[config.mk]
export PLATFORM = sky130hd
export DESIGN_NAME = fsm_cmd_responder
export DESIGN_NICKNAME = d
export VERILOG_FILES = /design/src/rtl/fsm_cmd_responder.sv
export SDC_FILE = /design/constraint.sdc
export NUM_CORES = 1
export LEC_CHECK = 0
export CAP_MARGIN = 10
export CORE_UTILIZATION = 40
export CTS_CLUSTER_SIZE = 12
export DETAILED_ROUTE_END_ITERATION = 16
export RECOVER_POWER = 50
export SLEW_MARGIN = 40
export SYNTH_ARGS = -nofsm -noshare
export SYNTH_HDL_FRONTEND = slang
export SYNTH_SLANG_ARGS = --single-unit
[constraint.sdc]
create_clock -name clk -period 7.42 [get_ports clk]
set_clock_uncertainty 0.2 [all_clocks]
set_input_delay 2.226 -clock clk [delete_from_list [all_inputs] [get_ports clk]]
set_output_delay 2.226 -clock clk [all_outputs]
set_load 0.005 [all_outputs]
[src/rtl/fsm_cmd_responder.sv]
// Command-code responder: mirrors the read/write sequencer state, checks each
// transition and executes legal reads/writes against a small register file.
module fsm_cmd_responder #(
  parameter int DW = 8,
  parameter int AW = 2,
  parameter int CW = 8
) (
  input  logic          clk,
  input  logic          rst,
  input  logic [2:0]    cmd,
  input  logic [AW-1:0] addr,
  input  logic [DW-1:0] wdata,
  output logic [DW-1:0] rdata,
  output logic          rvalid,
  output logic          wack,
  output logic          err,
  output logic [2:0]    mstate,
  output logic [CW-1:0] rd_cnt,
  output logic [CW-1:0] wr_cnt
);

  localparam logic [2:0] C_IDLE = 3'b000;
  localparam logic [2:0] C_RD1  = 3'b011;
  localparam logic [2:0] C_RD2  = 3'b100;
  localparam logic [2:0] C_WR1  = 3'b001;
  localparam logic [2:0] C_WR2  = 3'b010;

  // Mirror states share the command encoding so mstate can be exported directly.
  typedef enum logic [2:0] {
    M_IDLE = 3'b000,
    M_RD1  = 3'b011,
    M_RD2  = 3'b100,
    M_WR1  = 3'b001,
    M_WR2  = 3'b010
  } state_t;

  state_t        state;
  logic [AW-1:0] a_q;
  logic [DW-1:0] mem [2**AW];

  assign mstate = state;

  always_ff @(posedge clk) begin
    if (rst) begin
      state  <= M_IDLE;
      a_q    <= '0;
      rdata  <= '0;
      rvalid <= 1'b0;
      wack   <= 1'b0;
      err    <= 1'b0;
      rd_cnt <= '0;
      wr_cnt <= '0;
      for (int i = 0; i < 2**AW; i++) mem[i] <= '0;
    end else begin
      rvalid <= 1'b0;
      wack   <= 1'b0;
      err    <= 1'b0;
      case (state)
        M_IDLE: begin
          if (cmd == C_IDLE) begin
            state <= M_IDLE;
          end else if (cmd == C_RD1) begin
            state <= M_RD1;
            a_q   <= addr;
          end else if (cmd == C_WR1) begin
            state <= M_WR1;
            a_q   <= addr;
          end else begin
            state <= M_IDLE;
            err   <= 1'b1;
          end
        end
        M_RD1: begin
          if (cmd == C_RD2) begin
            state  <= M_RD2;
            rdata  <= mem[a_q];
            rvalid <= 1'b1;
            rd_cnt <= rd_cnt + CW'(1);
          end else if (cmd == C_WR2) begin
            // read aborted into a write to the already latched address
            state    <= M_WR2;
            mem[a_q] <= wdata;
            wack     <= 1'b1;
            wr_cnt   <= wr_cnt + CW'(1);
          end else begin
            state <= M_IDLE;
            err   <= 1'b1;
          end
        end
        M_RD2: begin
          if (cmd == C_IDLE) begin
            state <= M_IDLE;
          end else if (cmd == C_WR1) begin
            state <= M_WR1;
            a_q   <= addr;
          end else begin
            state <= M_IDLE;
            err   <= 1'b1;
          end
        end
        M_WR1: begin
          if (cmd == C_WR2) begin
            state    <= M_WR2;
            mem[a_q] <= wdata;
            wack     <= 1'b1;
            wr_cnt   <= wr_cnt + CW'(1);
          end else begin
            state <= M_IDLE;
            err   <= 1'b1;
          end
        end
        M_WR2: begin
          if (cmd == C_IDLE) begin
            state <= M_IDLE;
          end else begin
            state <= M_IDLE;
            err   <= 1'b1;
          end
        end
        default: begin
          state <= M_IDLE;
          err   <= 1'b1;
        end
      endcase
    end
  end

endmodule

* Word-level counts from Yosys, hierarchy flattened
Memory sizes are Yosys's and may differ from the RTL's. A register that Yosys moved wholly into a read port is not among the register bits.
Cells that the tools add are included.
** Operators by class
- $add $sub $neg :: 2
- Eq/ne operators :: 11
- Reductions and logical operators :: 9
- Multiplexer cells :: 39
- Bitwise operators :: 2
** Operators by type and width (count)
- 2-to-1 mux 8 bit :: 4
- 2-to-1 mux 1 bit :: 20
- adder 8 x 1 -> 8 bit, second input constant :: 2
- 2-to-1 mux 2 bit :: 8
- case mux 8 bit (2 select lines) :: 1
- == test 3 x 2 -> 1 bit, second input constant :: 4
- case mux 3 bit (4 select lines) :: 1
- OR reduction 8 bit :: 1
- == test 3 x 1 -> 1 bit, second input constant :: 2
- == test 3 bit, second input constant :: 2
- logical NOT 3 bit :: 2
- 2-to-1 mux 3 bit :: 2
- != test 2 bit, second input constant :: 3
- case mux 1 bit (5 select lines) :: 1
- case mux 2 bit (2 select lines) :: 1
- AND reduction 2 bit :: 2
- nonzero test 2 bit :: 2
- AND reduction 3 bit :: 1
- case mux 1 bit (2 select lines) :: 1
- OR reduction 2 bit :: 1
- NOT 1 bit :: 1
- OR 1 bit :: 1
** Word-level totals
- Output and inout port bits :: 30
- Flip-flop bits (word level) :: 24
- RAM bits :: 32
- Memories kept :: 1
** Memories
- mem :: depth 4, bits a word 8, read ports 1, clocked after memory_dff 1, write ports 4, line 39 : logic [DW-1:0] mem [2**AW];

* Longest topological paths before layout
- Word-level depth :: 9
- Gate-level depth with buffers :: 6

* Worst setup path after synthesis
Ideal clock, no wire load.
- Path type :: input port to flip-flop
- Start point :: input port cmd[1]
- End point :: memory mem[2][0], enable pin
- Stages on the path :: 5
- Path buffers :: 3
- Data required time :: 6.833 ns
- Arrival time :: 3.707 ns
- Setup time :: 0.387 ns
- Slack :: 3.126 ns
- Cells stage by stage :: buf_4 > or3b_1 > buf_2 > buf_2 > o31ai_1
** RTL lines
- from (decl) :: line 10 : input logic [2:0] cmd,
- to (decl) :: line 39

==> key figures <==
Status
  • Run status: finished, violations left
  • Failing checks: max-capacitance violations, max-slew violations

Yosys
  • Post-synth EDFFs: 32
  • Post-synthesis average cell area: 11.5 sq um
  • Post-synth top area share: 33.1%
  • Register area share after synthesis: 55.2%
  • Synth cell types: 44
  • Area contributors post-synth: edfxtp_1, dfxtp_1, and2_1
  • Mapped Cells: 252
  • #FFs+latches synth: 64
  • Netlist Area Pre-Place: 0.00290 sq mm
  • Area leader, netlist: edfxtp_1
  • Asr flop ratio synth: 0%
  • Synth Flop Type: edfxtp_1
  • Syn Nets: 269
  • Syn. warnings: 0

Floorplan
  • # rows: 30
  • Die Span Y: 87.1 um
  • Core ar.: 0.00691 sq mm
  • Initial Util: 42.0%
  • Die width: 87.1 um
  • Die area: 0.00759 sq mm
  • Top Ports: 45

Layout
  • # nets final: 310
  • Area of the multi-input gates: 0.00117 sq mm
  • N_diodes: 0
  • Storage cell area: 0.00160 sq mm
  • Share of cells above drive strength 1: 12.4%
  • Fillers: 664
  • Synthesis-to-layout area growth: 23.2%
  • Final core occ: 51.7%
  • Non-filler cells, final: 394
  • Final Cell Area: 0.00357 sq mm

CTS
  • CTS Buf Count: 9
  • Post-CTS sizing: 0
  • Hold-fix buffers, CTS: 0
  • Clock sinks: 64
  • Clock-pin slew on the worst setup and hold paths: 0.07 ns
  • Clk root buf: clkbuf_8
  • Postcts setup bufs: 0
  • Htree depth: 3
  • Worst skew pair latency: 0.34 ns
  • Maximum buffer depth of the clock tree: 2
  • CTS tree: yes

Setup path
  • CP cell instances: dlygate4sd3_1 > clkbuf_1 > or4b_1 > nor4b_1 > or2_1
  • Max stage delay on crit path: 0.89 ns
  • CP Capture Point: mem[1][4]
  • CP Class: input port to flop
  • Worst reg2reg path endpoint: mem[1][4]
  • Critical R2R Launch: mstate[2]
  • CP arrival: 5.53 ns
  • CP required: 7.23 ns
  • Worst r2r path cells: 3
  • Slowest CP cell: nor4b_1
  • Critical path endpoint category: flop
  • Worst setup SP type: input port
  • Reg2reg setup slack: 4.59 ns
  • CP Max Fanout: 38
  • Worst setup path start: rst

Placed design
  • Port-buffer cells: 44
  • Post-DP HPWL: 4100 um
  • Pre-CTS WS: 2.62 ns
  • Placed instance area: 0.00342 sq mm
  • Post-Place Cells: 378
  • GP Congestion: 0.755

Routing
  • Remaining DRCs: 0
  • WL/cell: 14.8 um
  • Antenna Nets Post-Route: 0
  • Via density: 5.22
  • Initial drt markers: 143
  • Post-Route WL: 5850 um
  • Vias post-DR: 2055
  • DR pass1 iterations: 4

Timing
  • Final Hold Vio Count: 0
  • Final setup violation count: 0
  • Tmin final: 5.72 ns
  • Hold Slack: 0.275 ns
  • Setup TNS: 0 ns
  • Setup WS post-layout: 1.70 ns
  • Period utilization: 77.1%
  • Max Transition Viols Final: 39
  • Normalized max-slew margin: -11.2%
  • Maximum clock frequency: 0.175 GHz
  • Worst-Margin Slew: 1.67 ns
  • Unrepaired setup endpoints after global routing: no

Global routing
  • Pin count of the biggest net entering global routing: 39
  • Number of global-route vias before repair: 1913
  • First-pass GRT wire length: 9730 um
  • GR Util All Layers: 17.2%
  • Initial antenna violation count: 0
  • GRT overflow: 0

Pwr
  • PwrDens: 201 mW/mm^2
  • P_leak: 1.27 nW
  • Design Power: 716 uW
  • Maximum vdd drop: 0.136 mV

Flow run
  • # Max-Cap Violations: 1

Hold path
  • Class of the worst hold path: flop to flop
==> final cells by class <==
cell class                 count  share of cell area [%]
inverter                       7                   0.736
multi-input combinational    164                    32.7
sequential                    64                    44.8
tap                           96                    3.36
timing repair buffer          47                    12.9
clock inverter                 7                    2.00
clock buffer                   9                    3.47
==> cells in the final DEF, fill, tap and decap left out, types with 5 or more instances in the layout <==
master            n
inv_1             7
nor2b_1           5
mux4_2            8
and2_0           14
nor3_1            7
nand3_1          14
dlygate4sd3_1    33
dfxtp_1          32
mux2_2            5
clkbuf_8          9
nor2_1            8
clkdlybuf4s50_1  11
a21oi_1          21
o21ai_0          15
and2_1           18
edfxtp_1         32
==> worst max-delay path: cells and delay by family <==
kind          cells  cell delay [ns]
simple gates      3             2.13
buf+inv           2             1.16
==> registers in the layout (all words and copies together) (netlist names) <==
register and cells:
a_q 2, err 1, mem 32, mstate 3, rd_cnt 8, rdata 8, rvalid 1, wack 1
wr_cnt 8
==> Yosys cell counts, types with 3 or more instances <==
master,count
a21oi_1,21
mux4_2,8
mux2_2,5
inv_1,7
clkbuf_1,9
nand4_1,3
nor2b_1,5
dfxtp_1,32
o21ai_0,15
or3_1,4
buf_2,5
and2_1,32
nor3_1,6
nand3_1,14
edfxtp_1,32
or2_2,3
nor2_1,8
or4_1,3
nor4_1,3
o31ai_1,6
==> routing by layer <==
| layer | part of all wire, % | vias up | global-route usage (%) |
|---|---|---|---|
| met4 | 1.3 | 0 | 5.81 |
| met1 | 50 | 984 | 25.5 |
| met2 | 44 | 47 | 23.7 |
| met5 | 0 | - | 0 |
| li1 | - | 1016 | - |
| met3 | 4.1 | 8 | 5.40 |
==> worst min path at each step <==
stage	from	to	slack (ns)	cells past startpoint
2_1_floorplan	rdata[0]	rdata[0]	0.27	2
6_report	rdata[0]	rdata[0]	0.27	2
5_1_grt	rdata[0]	rdata[0]	0.32	2
3_5_place_dp	rdata[0]	rdata[0]	0.27	2
4_1_cts	rdata[0]	rdata[0]	0.28	2
3_3_place_gp	rdata[6]	rdata[6]	0.27	2
==> cell families after synthesis <==
kind of cell	after synthesis	share of synthesized area [%]
simple gates	99	22.1
flops	64	55.2
compound gates	49	9.88
buf+inv	24	3.45
mux	13	8.16
fa+ha+maj	2	0.863
xor+xnor	1	0.302
==> power by group <==
part,internal (mW),total (mW),switching [mW]
clock,0.155,0.296,0.141
sequential,0.377,0.383,0.00572
combinational,0.0182,0.0376,0.0194
No activity file was read; power rests on OpenSTA's default activity.
